File: src/rtl/mm_tile_sequencer.sv
// Tile-loop address sequencer for a systolic matrix-multiply array: walks k, then B column tile, then A row tile.
module mm_tile_sequencer #(
  parameter int M  = 4,
  parameter int K  = 4,
  parameter int P  = 4,
  parameter int N1 = 4,
  parameter int N2 = 4,
  localparam int AW_A = ($clog2(M*K/N1) > 1) ? $clog2(M*K/N1) : 1,
  localparam int AW_B = ($clog2(P*K/N2) > 1) ? $clog2(P*K/N2) : 1,
  localparam int KW   = ($clog2(K) > 1) ? $clog2(K) : 1,
  localparam int RW   = ($clog2(M/N1) > 1) ? $clog2(M/N1) : 1,
  localparam int CW   = ($clog2(P/N2) > 1) ? $clog2(P/N2) : 1
) (
  input  logic            fclk,
  input  logic            rst,
  input  logic            start,
  input  logic            stall,
  output logic            busy,
  output logic            done,
  output logic            rd_en,
  output logic [AW_A-1:0] rd_addr_A,
  output logic [AW_B-1:0] rd_addr_B,
  output logic [KW-1:0]   k_cntr,
  output logic [RW-1:0]   row_tile,
  output logic [CW-1:0]   col_tile,
  output logic            tile_first,
  output logic            tile_last,
  output logic            row_adv
);

  localparam int FW = ($clog2(N1+N2) > 1) ? $clog2(N1+N2) : 1;

  localparam logic [KW-1:0]   K_LAST  = KW'(K-1);
  localparam logic [RW-1:0]   R_LAST  = RW'(M/N1-1);
  localparam logic [CW-1:0]   C_LAST  = CW'(P/N2-1);
  localparam logic [FW-1:0]   F_LAST  = FW'(N1+N2-1);
  localparam logic [AW_A-1:0] K_A     = AW_A'(K);
  localparam logic [AW_B-1:0] K_B     = AW_B'(K);

  typedef enum logic [1:0] {IDLE, RUN, FLUSH, DONE} state_t;

  state_t          state_q, state_d;
  logic [KW-1:0]   k_q, k_d;
  logic [RW-1:0]   row_q, row_d;
  logic [CW-1:0]   col_q, col_d;
  logic [FW-1:0]   fl_q, fl_d;
  logic            k_last, c_last, r_last;

  always_ff @(posedge fclk) begin
    if (rst) begin
      state_q <= IDLE;
      k_q     <= '0;
      row_q   <= '0;
      col_q   <= '0;
      fl_q    <= '0;
    end else begin
      state_q <= state_d;
      k_q     <= k_d;
      row_q   <= row_d;
      col_q   <= col_d;
      fl_q    <= fl_d;
    end
  end

  assign k_last = (k_q == K_LAST);
  assign c_last = (col_q == C_LAST);
  assign r_last = (row_q == R_LAST);

  always_comb begin
    state_d = state_q;
    k_d     = k_q;
    row_d   = row_q;
    col_d   = col_q;
    fl_d    = fl_q;
    unique case (state_q)
      IDLE: begin
        if (start) begin
          state_d = RUN;
          k_d     = '0;
          row_d   = '0;
          col_d   = '0;
        end
      end
      RUN: begin
        if (!stall) begin
          if (k_last) begin
            k_d = '0;
            if (c_last) begin
              col_d = '0;
              if (r_last) begin
                row_d   = '0;
                state_d = FLUSH;
                fl_d    = '0;
              end else begin
                row_d = row_q + RW'(1);
              end
            end else begin
              col_d = col_q + CW'(1);
            end
          end else begin
            k_d = k_q + KW'(1);
          end
        end
      end
      FLUSH: begin
        if (fl_q == F_LAST) state_d = DONE;
        else                fl_d    = fl_q + FW'(1);
      end
      DONE: begin
        state_d = IDLE;
        k_d     = '0;
        row_d   = '0;
        col_d   = '0;
        fl_d    = '0;
      end
      default: state_d = IDLE;
    endcase
  end

  assign busy       = (state_q == RUN) || (state_q == FLUSH);
  assign done       = (state_q == DONE);
  assign rd_en      = (state_q == RUN) && !stall;
  assign tile_first = rd_en && (k_q == '0);
  assign tile_last  = rd_en && k_last;
  assign row_adv    = tile_last && c_last;
  assign k_cntr     = k_q;
  assign row_tile   = row_q;
  assign col_tile   = col_q;
  assign rd_addr_A  = AW_A'(row_q) * K_A + AW_A'(k_q);
  assign rd_addr_B  = AW_B'(col_q) * K_B + AW_B'(k_q);

endmodule

File: config.mk
export PLATFORM = sky130hd
export DESIGN_NAME = mm_tile_sequencer
export DESIGN_NICKNAME = d
export VERILOG_FILES = /design/src/rtl/mm_tile_sequencer.sv
export SDC_FILE = /design/constraint.sdc
export NUM_CORES = 1
export LEC_CHECK = 0
export ABC_AREA = 1
export CORE_MARGIN = 2
export CORE_UTILIZATION = 45
export CTS_BUF_LIST = sky130_fd_sc_hd__clkbuf_4 sky130_fd_sc_hd__clkbuf_8 sky130_fd_sc_hd__clkbuf_16
export DETAILED_ROUTE_END_ITERATION = 8
export GPL_TIMING_DRIVEN = 0
export PLACE_DENSITY = 0.83
export SLEW_MARGIN = 20
export SYNTH_ARGS = -nofsm -noshare
export SYNTH_HDL_FRONTEND = slang
export SYNTH_SLANG_ARGS = --single-unit
export TNS_END_PERCENT = 1
File: constraint.sdc
create_clock -name fclk -period 1.7 [get_ports fclk]
set_clock_uncertainty 0.1 [all_clocks]
set_input_delay 0.34 -clock fclk [delete_from_list [all_inputs] [get_ports fclk]]
set_output_delay 0.34 -clock fclk [all_outputs]
set_load 0.01 [all_outputs]
* Word level (Yosys, flattened, before mapping)
Cells that the tools add are included.
Widths: inputs -> output; s select.
** Word-level totals
- Flip-flop bits (word level) :: 9
- Input port bits :: 4
- Output and inout port bits :: 14
- Logic and storage cells :: 64
** Operators by class
- $add $sub $neg :: 4
- Eq/ne operators :: 12
- Muxes and demuxes :: 27
- Bitwise logic cells :: 1
- Reduce and logical (&&, ||, !) cells :: 15
** Operators by type and width (number)
- $mux 2 :: 9
- $mux 3 :: 5
- $ne 2x2->1 const B :: 7
- $reduce_and 6->1 :: 2
- $pmux 3 s3 :: 1
- $mux 1 :: 8
- $pmux 2 s4 :: 1
- $eq 2x2->1 const B :: 3
- $pmux 1 s3 :: 2
- $pmux 2 s3 :: 1
- $reduce_bool 3->1 :: 2
- $reduce_and 5->1 :: 1
- $logic_and 1x1->1 :: 4
- $logic_not 2->1 :: 2
- $reduce_and 4->1 :: 1
- $add 3x1->3 const B :: 1
- $eq 3x3->1 const B :: 1
- $reduce_and 3->1 :: 1
- $add 1x1->1 const B :: 2
- $add 2x1->2 const B :: 1
- $eq 2x1->1 const B :: 1
- $logic_not 1->1 :: 1
- $logic_or 1x1->1 :: 1
- $not 1->1 :: 1

* Depth between registers and ports, before layout
- Depth in word-level cells :: 6
- Mapped depth :: 9
- Gate-level depth less buffers :: 9

* Worst setup path after synthesis
Ideal clock, no wire load.
- Path kind :: flip-flop to output port
- From :: register state_q[1]
- To :: output tile_last
- Data arrival time :: 1.263 ns
- Required time :: 1.260 ns
- Path slack :: -0.003 ns
- Cell stages (with the launch flop) :: 6
- Path buffers :: 1
- Cell sequence :: dfxtp_1 inv_1 ha_1 inv_1 nor3_1 buf_4
** Between the ends
- Longest elaborated chain between the ends :: 3
** Ends and longest elaborated chain
- start: declaration :: line 42 : state_t state_q, state_d;
- start signal: assignment :: line 57 : state_q <= state_d;
- $eq 2x1->1 :: line 122 : assign rd_en = (state_q == RUN) && !stall;
- $logic_and 1x1->1 :: line 122
- $logic_and 1x1->1 :: line 124 : assign tile_last = rd_en && k_last;
- end: declaration :: line 27 : output logic tile_last,
Every way passes these cells.

* Worst setup path in the final report
- From :: register state_q[1]
- To :: output rd_en
** Between the ends
- Longest elaborated chain between the ends :: 2
** Ends and longest elaborated chain
- $eq 2x1->1 :: line 122
- $logic_and 1x1->1 :: line 122
- end: declaration :: line 20 : output logic rd_en,
Every way passes these cells.

==> impl_metrics.json <==
{
  "outcome": "finished clean",
  "drc": 0,
  "cp.required_ps": 1260,
  "numCtsBuffers": 3,
  "drt_first_pass_iters": 4,
  "synth-warning-count": 0,
  "cts.sinks": 7,
  "synthTopCellsByArea": "dfxtp_1 (23%), ha_1 (23%), nand2_1 (12%)",
  "min_path_cells": 2,
  "async_reset_ff_share_pct": 0,
  "holdPathEnd": "fl_q[1]",
  "switching_share_pct": 42.8,
  "io_pins": 18,
  "coreArea_mm2": 0.00127,
  "htree_levels": 1,
  "grt_max_degree": 8,
  "power.density_mw_per_mm2": 1530,
  "seq_area_frac_synth_pct": 23.2,
  "cp-start-kind": "flop",
  "wl_per_cell_um": 9.09,
  "num_vias": 571,
  "rows": 13,
  "finalHoldViolations": 0,
  "track_usage_pct": 17.0,
  "netlist.area_leader.share_pct": 23.2,
  "die_x_um": 40.6,
  "met2_usage_pct": 31.7,
  "worstPathArrival_ps": 1220,
  "port_buffers": 15,
  "grt_busiest_layer": "met2",
  "setup_viol": 0,
  "drt_wl_total_um": 1160,
  "ant_nets": 0,
  "hold_buffers": 0,
  "place_congestion": 0.804,
  "multi_input_area_um2": 403,
  "die_h_um": 40.6,
  "drt_iter0_drc": 14,
  "yosys.area.top_type": "dfxtp_1",
  "ys_types": 15,
  "globalRouteMet3Util_pct": 9.78,
  "crit_fanout": 4,
  "comb_power_share_pct": 63.4,
  "met1_usage_pct": 17.3,
  "syn_to_final_growth_pct": 40.9,
  "drive_above_1_share_pct": 31.3,
  "fin_area_um2": 850,
  "netlist_instances": 90,
  "cts.path.max_buffers": 2,
  "min-delay-start": "fl_q[1]",
  "netlist_area_um2": 603,
  "final_nets": 128,
  "synth_common_cells": "nand2_1 (20), nor2_1 (16), inv_1 (14)",
  "r2r_slack_ps": 200,
  "clock-root-buffer": "clkbuf_4",
  "regArea_um2": 155,
  "dpl.cell_count": 121,
  "ys.flop_type": "dfxtp_1",
  "n_antenna_cell": 0,
  "antenna_found_initial": 0,
  "cts_tree": "done",
  "dp_hpwl_um": 849,
  "drv_slew": 0,
  "dieArea_mm2": 0.00165,
  "start_util_pct": 47.5,
  "crit_type": "flop to output pin",
  "clkSlewWorstSetupHoldPaths_ps": 50,
  "synth_edf_count": 0,
  "synth_seq_cells": 7,
  "fin_crit_sh_pct": 97.8,
  "power_frac_clock_pct": 12.6,
  "grt_remaining_overflow": 0,
  "hp-class": "flop to flop",
  "p_int_uw": 742,
  "viasPerCell": 4.50,
  "grt_pass1_vias": 461,
  "max_cap_viol_count": 0,
  "p_leak_uw": 0.000459,
  "synth_area_per_cell_um2": 6.70,
  "stdcell_count": 127,
  "fmaxAchievable_mhz": 602,
  "r2r_start": "state_q[1]",
  "clk-insertion-delay-late_ps": 250,
  "placed_cell_area_um2": 781,
  "p_sw_uw": 555,
  "r2r_end": "state_q[1]",
  "period_needed_ps": 1660,
  "cp-end-kind": "output pin",
  "seq_power_share_pct": 24.0,
  "synthMostInstantiatedCell": "nand2_1",
  "ir_drop_mv": 0.907,
  "reg2reg_depth": 9,
  "grt_first_pass_wirelength_um": 1800,
  "fill_cells": 119
}
final cells by class:
class                   count  area share, %
well taps                  15           2.21
inverters                  14           6.77
plain buffers               6           5.30
flip-flops and latches      7           18.3
multi-input cells          63           47.4
clock buffers               4           3.53
repair buffers             18           16.5
flip-flops by register name, indices dropped and copies added (netlist names):
name     flops
fl_q         3
k_cntr       2
state_q      2
timing repair:
action | in CTS | in global routing
buffers inserted | 1 | 2
gates resized for setup | 25 | 15
hold endpoints to repair | 0 | 0
endpoints found under the setup margin | 10 | 9
pin swaps | 1 | 2
power by group through the flow:
| stage | combinational [uW] | sequential [uW] | clock [uW] |
|---|---|---|---|
| 2_1_floorplan | 520 | 284 | 0 |
| 3_3_place_gp | 756 | 284 | 0 |
| 3_5_place_dp | 771 | 290 | 0 |
| 4_1_cts | 777 | 307 | 171 |
| 5_1_grt | 939 | 324 | 185 |
| 6_report | 823 | 311 | 163 |
per-stage QoR:
stage / setup TNS [ps] / hold slack (ps) / worst slack, ps / total power, uW / util, %
finish: 0 / 391 / 37.6 / 1300 / 67.0
global route: -25.7 / 437 / -19.3 / 1450 / 67.0
global placement: -1400 / 371 / -430 / 1040 / 61.5
floorplan: 0 / 359 / 118 / 804 / -
CTS: -141 / 393 / -90.9 / 1260 / 65.2
detailed placement: -1510 / 386 / -451 / 1060 / 61.5
logic make-up (layout without fill, tap and decap cells):
logic type	Yosys count	count (layout)	share of synthesized area (%)
simple gates	47	47	33.4
fa+ha+maj	11	11	22.8
compound gates	3	3	2.49
buf+inv	21	42	17.4
flops	7	7	23.2
other cells	1	2	0.622
routing by layer:
metal  wire length [um]  up-vias  share of wire, %
li1                   -      307                 -
met1                434      244                38
met2                615       18                53
met3                 89        2               7.7
met4                 16        0               1.4
met5                  0        -                 0
layout by cell type (no fill, tap or decap), types with 2 or more instances in the layout:
cell,n
ha_4,2
conb_1,2
buf_2,3
dfxtp_1,3
nand2_1,20
nand2_2,2
nand3_1,2
nor2_2,2
dlygate4sd2_1,2
clkdlybuf4s50_1,4
nor2_1,16
ha_1,9
buf_4,13
inv_4,2
o21ai_0,3
clkbuf_4,4
dfxtp_4,4
inv_1,12
worst max-delay path by stage:
| stage | to | slack, ps | startpoint | cells past startpoint |
|---|---|---|---|---|
| floorplan | tile_last | 120 | state_q[1] | 5 |
| global route | rd_en | -20 | state_q[1] | 5 |
| CTS | tile_last | -90 | k_cntr[0] | 5 |
| global placement | tile_last | -430 | stall | 4 |
| finish | rd_en | 40 | state_q[1] | 5 |
| detailed placement | tile_last | -450 | stall | 4 |
worst max-delay path, stage by stage (launching register included):
cell and delay [ps]:
dfxtp_4 360, inv_4 70, ha_4 160, inv_4 50, nor2_1 90, clkdlybuf4s15_1 250
(Power assumes the default switching activity.)
